===== src/rtl/vga_alarm_panel.sv =====
// Alarm panel: synchronised, debounced sensor channels feed an arm/exit/alarm FSM
// whose latched alarms are rendered as a blinking or steady colour on the video stream.
module vga_alarm_panel #(
  parameter int unsigned           NUM_CH       = 4,
  parameter int unsigned           DEB_CYCLES   = 4,
  parameter int unsigned           EXIT_FRAMES  = 3,
  parameter int unsigned           BLINK_FRAMES = 2,
  parameter logic [NUM_CH-1:0]     ALWAYS_MASK  = 4'b1100,
  parameter logic [6*NUM_CH-1:0]   COLORS       = {6'b111111, 6'b111100, 6'b110011, 6'b110011},
  parameter logic [5:0]            EXIT_COLOR   = 6'b001100
) (
  input  logic              clk,
  input  logic              reset,
  input  logic              frame_tick,
  input  logic              video_active,
  input  logic              arm,
  input  logic              clear,
  input  logic [NUM_CH-1:0] sensor,
  output logic [5:0]        rgb,
  output logic [1:0]        state,
  output logic [NUM_CH-1:0] latched,
  output logic              alarm
);

  localparam int unsigned CW = $clog2(DEB_CYCLES + 1);
  localparam int unsigned BW = $clog2(BLINK_FRAMES + 1);

  typedef enum logic [1:0] {
    StDisarmed = 2'd0,
    StExit     = 2'd1,
    StArmed    = 2'd2,
    StAlarm    = 2'd3
  } state_e;

  state_e            state_q, state_d;
  logic [NUM_CH-1:0] sync1_q, sync_q;
  logic [NUM_CH-1:0] deb_q, deb_d;
  logic [CW-1:0]     deb_cnt_q [NUM_CH];
  logic [CW-1:0]     deb_cnt_d [NUM_CH];
  logic [7:0]        exit_q, exit_d;
  logic [BW-1:0]     blink_cnt_q, blink_cnt_d;
  logic              phase_q, phase_d;
  logic [NUM_CH-1:0] latched_q, latched_d, set_vec;
  logic [5:0]        rgb_q, rgb_d, ch_color;
  logic              entering;

  always_comb begin
    for (int i = 0; i < NUM_CH; i++) begin
      deb_d[i]     = deb_q[i];
      deb_cnt_d[i] = '0;
      if (sync_q[i] != deb_q[i]) begin
        if (deb_cnt_q[i] == CW'(DEB_CYCLES - 1)) begin
          deb_d[i] = sync_q[i];
        end else begin
          deb_cnt_d[i] = deb_cnt_q[i] + CW'(1);
        end
      end
    end
  end

  assign set_vec   = deb_q & (ALWAYS_MASK |
                     {NUM_CH{(state_q == StArmed) || (state_q == StAlarm)}});
  // Set dominates clear so an active sensor cannot be acknowledged away.
  assign latched_d = (latched_q & ~{NUM_CH{clear}}) | set_vec;

  always_comb begin
    state_d = state_q;
    exit_d  = exit_q;
    if (!arm) begin
      state_d = StDisarmed;
    end else begin
      unique case (state_q)
        StDisarmed: begin
          state_d = StExit;
          exit_d  = 8'(EXIT_FRAMES);
        end
        StExit: begin
          if (exit_q == 8'd0) begin
            state_d = StArmed;
          end else if (frame_tick) begin
            if (exit_q <= 8'd1) state_d = StArmed;
            else                exit_d  = exit_q - 8'd1;
          end
        end
        StArmed: if ((latched_q | set_vec) != '0) state_d = StAlarm;
        StAlarm: if (latched_q == '0) state_d = StArmed;
        default: state_d = StDisarmed;
      endcase
    end
  end

  assign entering = (state_d != state_q) && ((state_d == StAlarm) || (state_d == StExit));

  always_comb begin
    blink_cnt_d = blink_cnt_q;
    phase_d     = phase_q;
    if (entering) begin
      blink_cnt_d = '0;
      phase_d     = 1'b1;
    end else if (frame_tick) begin
      if (blink_cnt_q == BW'(BLINK_FRAMES - 1)) begin
        blink_cnt_d = '0;
        phase_d     = ~phase_q;
      end else begin
        blink_cnt_d = blink_cnt_q + BW'(1);
      end
    end
  end

  // Ascending scan leaves the highest-index latched channel's colour.
  always_comb begin
    ch_color = '0;
    for (int i = 0; i < NUM_CH; i++) begin
      if (latched_q[i]) ch_color = COLORS[6*i +: 6];
    end
  end

  always_comb begin
    rgb_d = '0;
    if (video_active) begin
      if (latched_q != '0) begin
        if ((state_q != StAlarm) || phase_q) rgb_d = ch_color;
      end else if ((state_q == StExit) && phase_q) begin
        rgb_d = EXIT_COLOR;
      end
    end
  end

  always_ff @(posedge clk) begin
    if (reset) begin
      state_q     <= StDisarmed;
      sync1_q     <= '0;
      sync_q      <= '0;
      deb_q       <= '0;
      exit_q      <= '0;
      blink_cnt_q <= '0;
      phase_q     <= 1'b1;
      latched_q   <= '0;
      rgb_q       <= '0;
      for (int i = 0; i < NUM_CH; i++) deb_cnt_q[i] <= '0;
    end else begin
      state_q     <= state_d;
      sync1_q     <= sensor;
      sync_q      <= sync1_q;
      deb_q       <= deb_d;
      exit_q      <= exit_d;
      blink_cnt_q <= blink_cnt_d;
      phase_q     <= phase_d;
      latched_q   <= latched_d;
      rgb_q       <= rgb_d;
      for (int i = 0; i < NUM_CH; i++) deb_cnt_q[i] <= deb_cnt_d[i];
    end
  end

  assign rgb     = rgb_q;
  assign state   = state_q;
  assign latched = latched_q;
  assign alarm   = |latched_q;

endmodule


===== config.mk =====
export PLATFORM = sky130hd
export DESIGN_NAME = vga_alarm_panel
export DESIGN_NICKNAME = d
export VERILOG_FILES = /design/src/rtl/vga_alarm_panel.sv
export SDC_FILE = /design/constraint.sdc
export NUM_CORES = 1
export LEC_CHECK = 0
export ABC_AREA = 1
export CAP_MARGIN = 20
export CORE_ASPECT_RATIO = 1.4
export CORE_MARGIN = 2
export CORE_UTILIZATION = 49
export DETAILED_ROUTE_END_ITERATION = 7
export PLACE_DENSITY_LB_ADDON = 0.1
export SLEW_MARGIN = 20
export SYNTH_ARGS = -nofsm -noshare
export SYNTH_HDL_FRONTEND = slang
export SYNTH_SLANG_ARGS = --single-unit

===== constraint.sdc =====
create_clock -name clk -period 1.7 [get_ports clk]
set_clock_uncertainty 0.1 [all_clocks]
set_input_delay 0.34 -clock clk [delete_from_list [all_inputs] [get_ports clk]]
set_output_delay 0.34 -clock clk [all_outputs]
set_load 0.03 [all_outputs]

==> metrics.yaml <==
status: "complete, no violations"
hold_depth: 2
cts-root-buf: "clkbuf_8"
finalWirelength_um: 3683
overflow: 0
min_to: "sync_q[2]"
slew_headroom: 0.6865
synth_seq_cells: 44
tightestPinTransition_ns: 0.4663
cts_hold_buf: 0
whs_ns: 0.3041
htree_levels: 2
yosysWarnings: 0
synth-edff-count: 0
synthArstFlopShare: 0
cts_tree: "built"
grt_usage: 0.1837
rr_worst_depth: 11
antenna_found_initial: 0
row_count: 27
synth-main-ff-cell: "dfxtp_1"
port_buffers: 22
fin_util: 0.6108
netlist_area_um2: 1933
clk_latency_ns: 0.29
drtIter0Drc: 37
hold_violations: 0
syn2layout_area_growth_pct: 21.68
syn_inst: 251
core_area_um2: 3851
critPathKind: "reg2reg"
r2r_setup_slack_ns: 0.11
routed_via_density: 4.903
ios: 23
nets: 305
wl_per_cell_um: 11.19
cp.arrival_ns: 1.72
fmax_ghz: 0.6272
hpwl_um: 2841
synth_area_per_cell_um2: 7.702
layout_commonest_cell: "nor2_1"
grt_pass1_wl_um: 6375
crit_fanout: 8
dp.cells: 321
num_antenna_cells: 0
r2r_end: "exit_q[6]"
ir_drop_uv: 990.0
setup_viol: 0
cp-end-kind: "register"
maxSlewViolCount: 0
leakage_nw: 1.081
fillCellCount: 379
yosys.cell_types.count: 29
post_dp_cell_area_um2: 2258
drive_above_1_share: 0.1399
die-area_um2: 4471
multiInputGateArea_um2: 893.4
die_h_um: 78.32
clock-sinks: 44
regArea_um2: 882.1
grt_pass1_vias: 1483
period_needed_ns: 1.594
final_antenna_net_count: 0
required_ns: 1.82
p_per_area_nw_per_um2: 877.5
cts_buffers: 5
place_congestion: 0.8093
cap_violations: 0
cp-start-kind: "register"
dr.pass1.iters: 4
stdcell_count: 329
layout_common_cells: "nor2_1, dfxtp_1, inv_1"
ys_seq_area_frac: 0.4557
hold_path.class: "reg2reg"
rr_startpoint: "exit_q[0]"
clk_pin_slew_ns: 0.08
rsz0062_at_grt: "true"
setup_ws_ns: 0.1056
finalCritPeriodShare: 0.9379
drc: 0
hp-start: "sync1_q[2]"
cts_max_path_buffers: 2
place_ws_ns: 0.002687
vias: 1613
finalInstanceArea_um2: 2352
start_util: 0.5019
synth_fp_nets: 271
grt_max_degree: 14
die_w_um: 57.09
## cells by family (layout without fill, tap and decap cells)
group | after synthesis | in the layout | synth area share
simple gates | 116 | 116 | 0.2718
compound gates | 33 | 33 | 0.09773
xor+xnor | 4 | 4 | 0.01813
flops | 44 | 44 | 0.4557
fa+ha+maj | 10 | 10 | 0.06472
buf+inv | 44 | 79 | 0.09190
## worst max-delay path, stage by stage (launching register included)
cell and delay, ns:
dfxtp_1 0.31, buf_4 0.13, ha_1 0.19, inv_1 0.07, nand2_1 0.05, nand2_1 0.09, nor2_4 0.05, nor2_1 0.08
nand2_1 0.10, nand2_4 0.12, nand3_1 0.08, a21oi_1 0.14
## flip-flops by register name, indices dropped and copies added (netlist names)
name	count
deb_q	4
exit_q	8
deb_cnt_q	12
rgb	3
sync_q	4
phase_q	1
sync1_q	4
state	2
blink_cnt_q	2
latched	4
## per-layer routing
metal | global-route usage | up-vias | part of all wire
met5 | 0 | - | 0
met4 | 0.07674 | 0 | 0.019
met1 | 0.1987 | 733 | 0.41
met3 | 0.03295 | 7 | 0.035
met2 | 0.3414 | 23 | 0.54
li1 | - | 850 | -
## layout make-up
type / instances / share of cell area
multi-input cells: 163 / 0.3798
flip-flops and latches: 44 / 0.3750
repair buffers: 34 / 0.1234
inverters: 37 / 0.05904
clock buffers: 7 / 0.03670
well taps: 43 / 0.02287
clock inverters: 1 / 0.003191
## through the flow
stage                     TNS [ns]  total power, W
after floorplan                  0        0.001313
after global placement           0        0.001407
after detailed placement         0        0.001410
after CTS                        0        0.002078
after global routing      -0.05355        0.002161
final                            0        0.002064
## cell usage after synthesis (4+ instances only)
cell / instances / area share
nand2_2: 5 / 0.016
nor2_1: 50 / 0.097
inv_1: 36 / 0.070
nand3_1: 13 / 0.034
nor2_2: 4 / 0.013
a21oi_1: 18 / 0.047
nand2_1: 34 / 0.066
ha_1: 10 / 0.065
o211ai_1: 4 / 0.016
dfxtp_1: 44 / 0.46
o21ai_0: 5 / 0.013
## what timing repair did
item | 4_1_cts | 5_1_grt
pin swaps | 0 | 1
gates resized for setup | 13 | 7
setup endpoints to repair | 13 | 10
buffers inserted | 0 | 0
## how the worst max path moves through the flow
stage	cells past startpoint	endpoint	from	slack, ns
3_5_place_dp	5	deb_cnt_q[1][0]	reset	0.003
6_report	11	exit_q[6]	exit_q[0]	0.11
3_3_place_gp	5	deb_cnt_q[2][2]	reset	0.005
2_1_floorplan	9	blink_cnt_q[0]	latched[3]	0.09
4_1_cts	3	alarm	latched[1]	0.02
5_1_grt	11	exit_q[1]	exit_q[0]	-0.03
## power by group
part | total (W) | switching (W) | internal, W
registers | 0.00108 | 0.0000185 | 0.00106
clock network | 0.000669 | 0.000339 | 0.000330
logic | 0.000318 | 0.000186 | 0.000132
total | 0.00206 | 0.000543 | 0.00152
(Power assumes the default switching activity.)
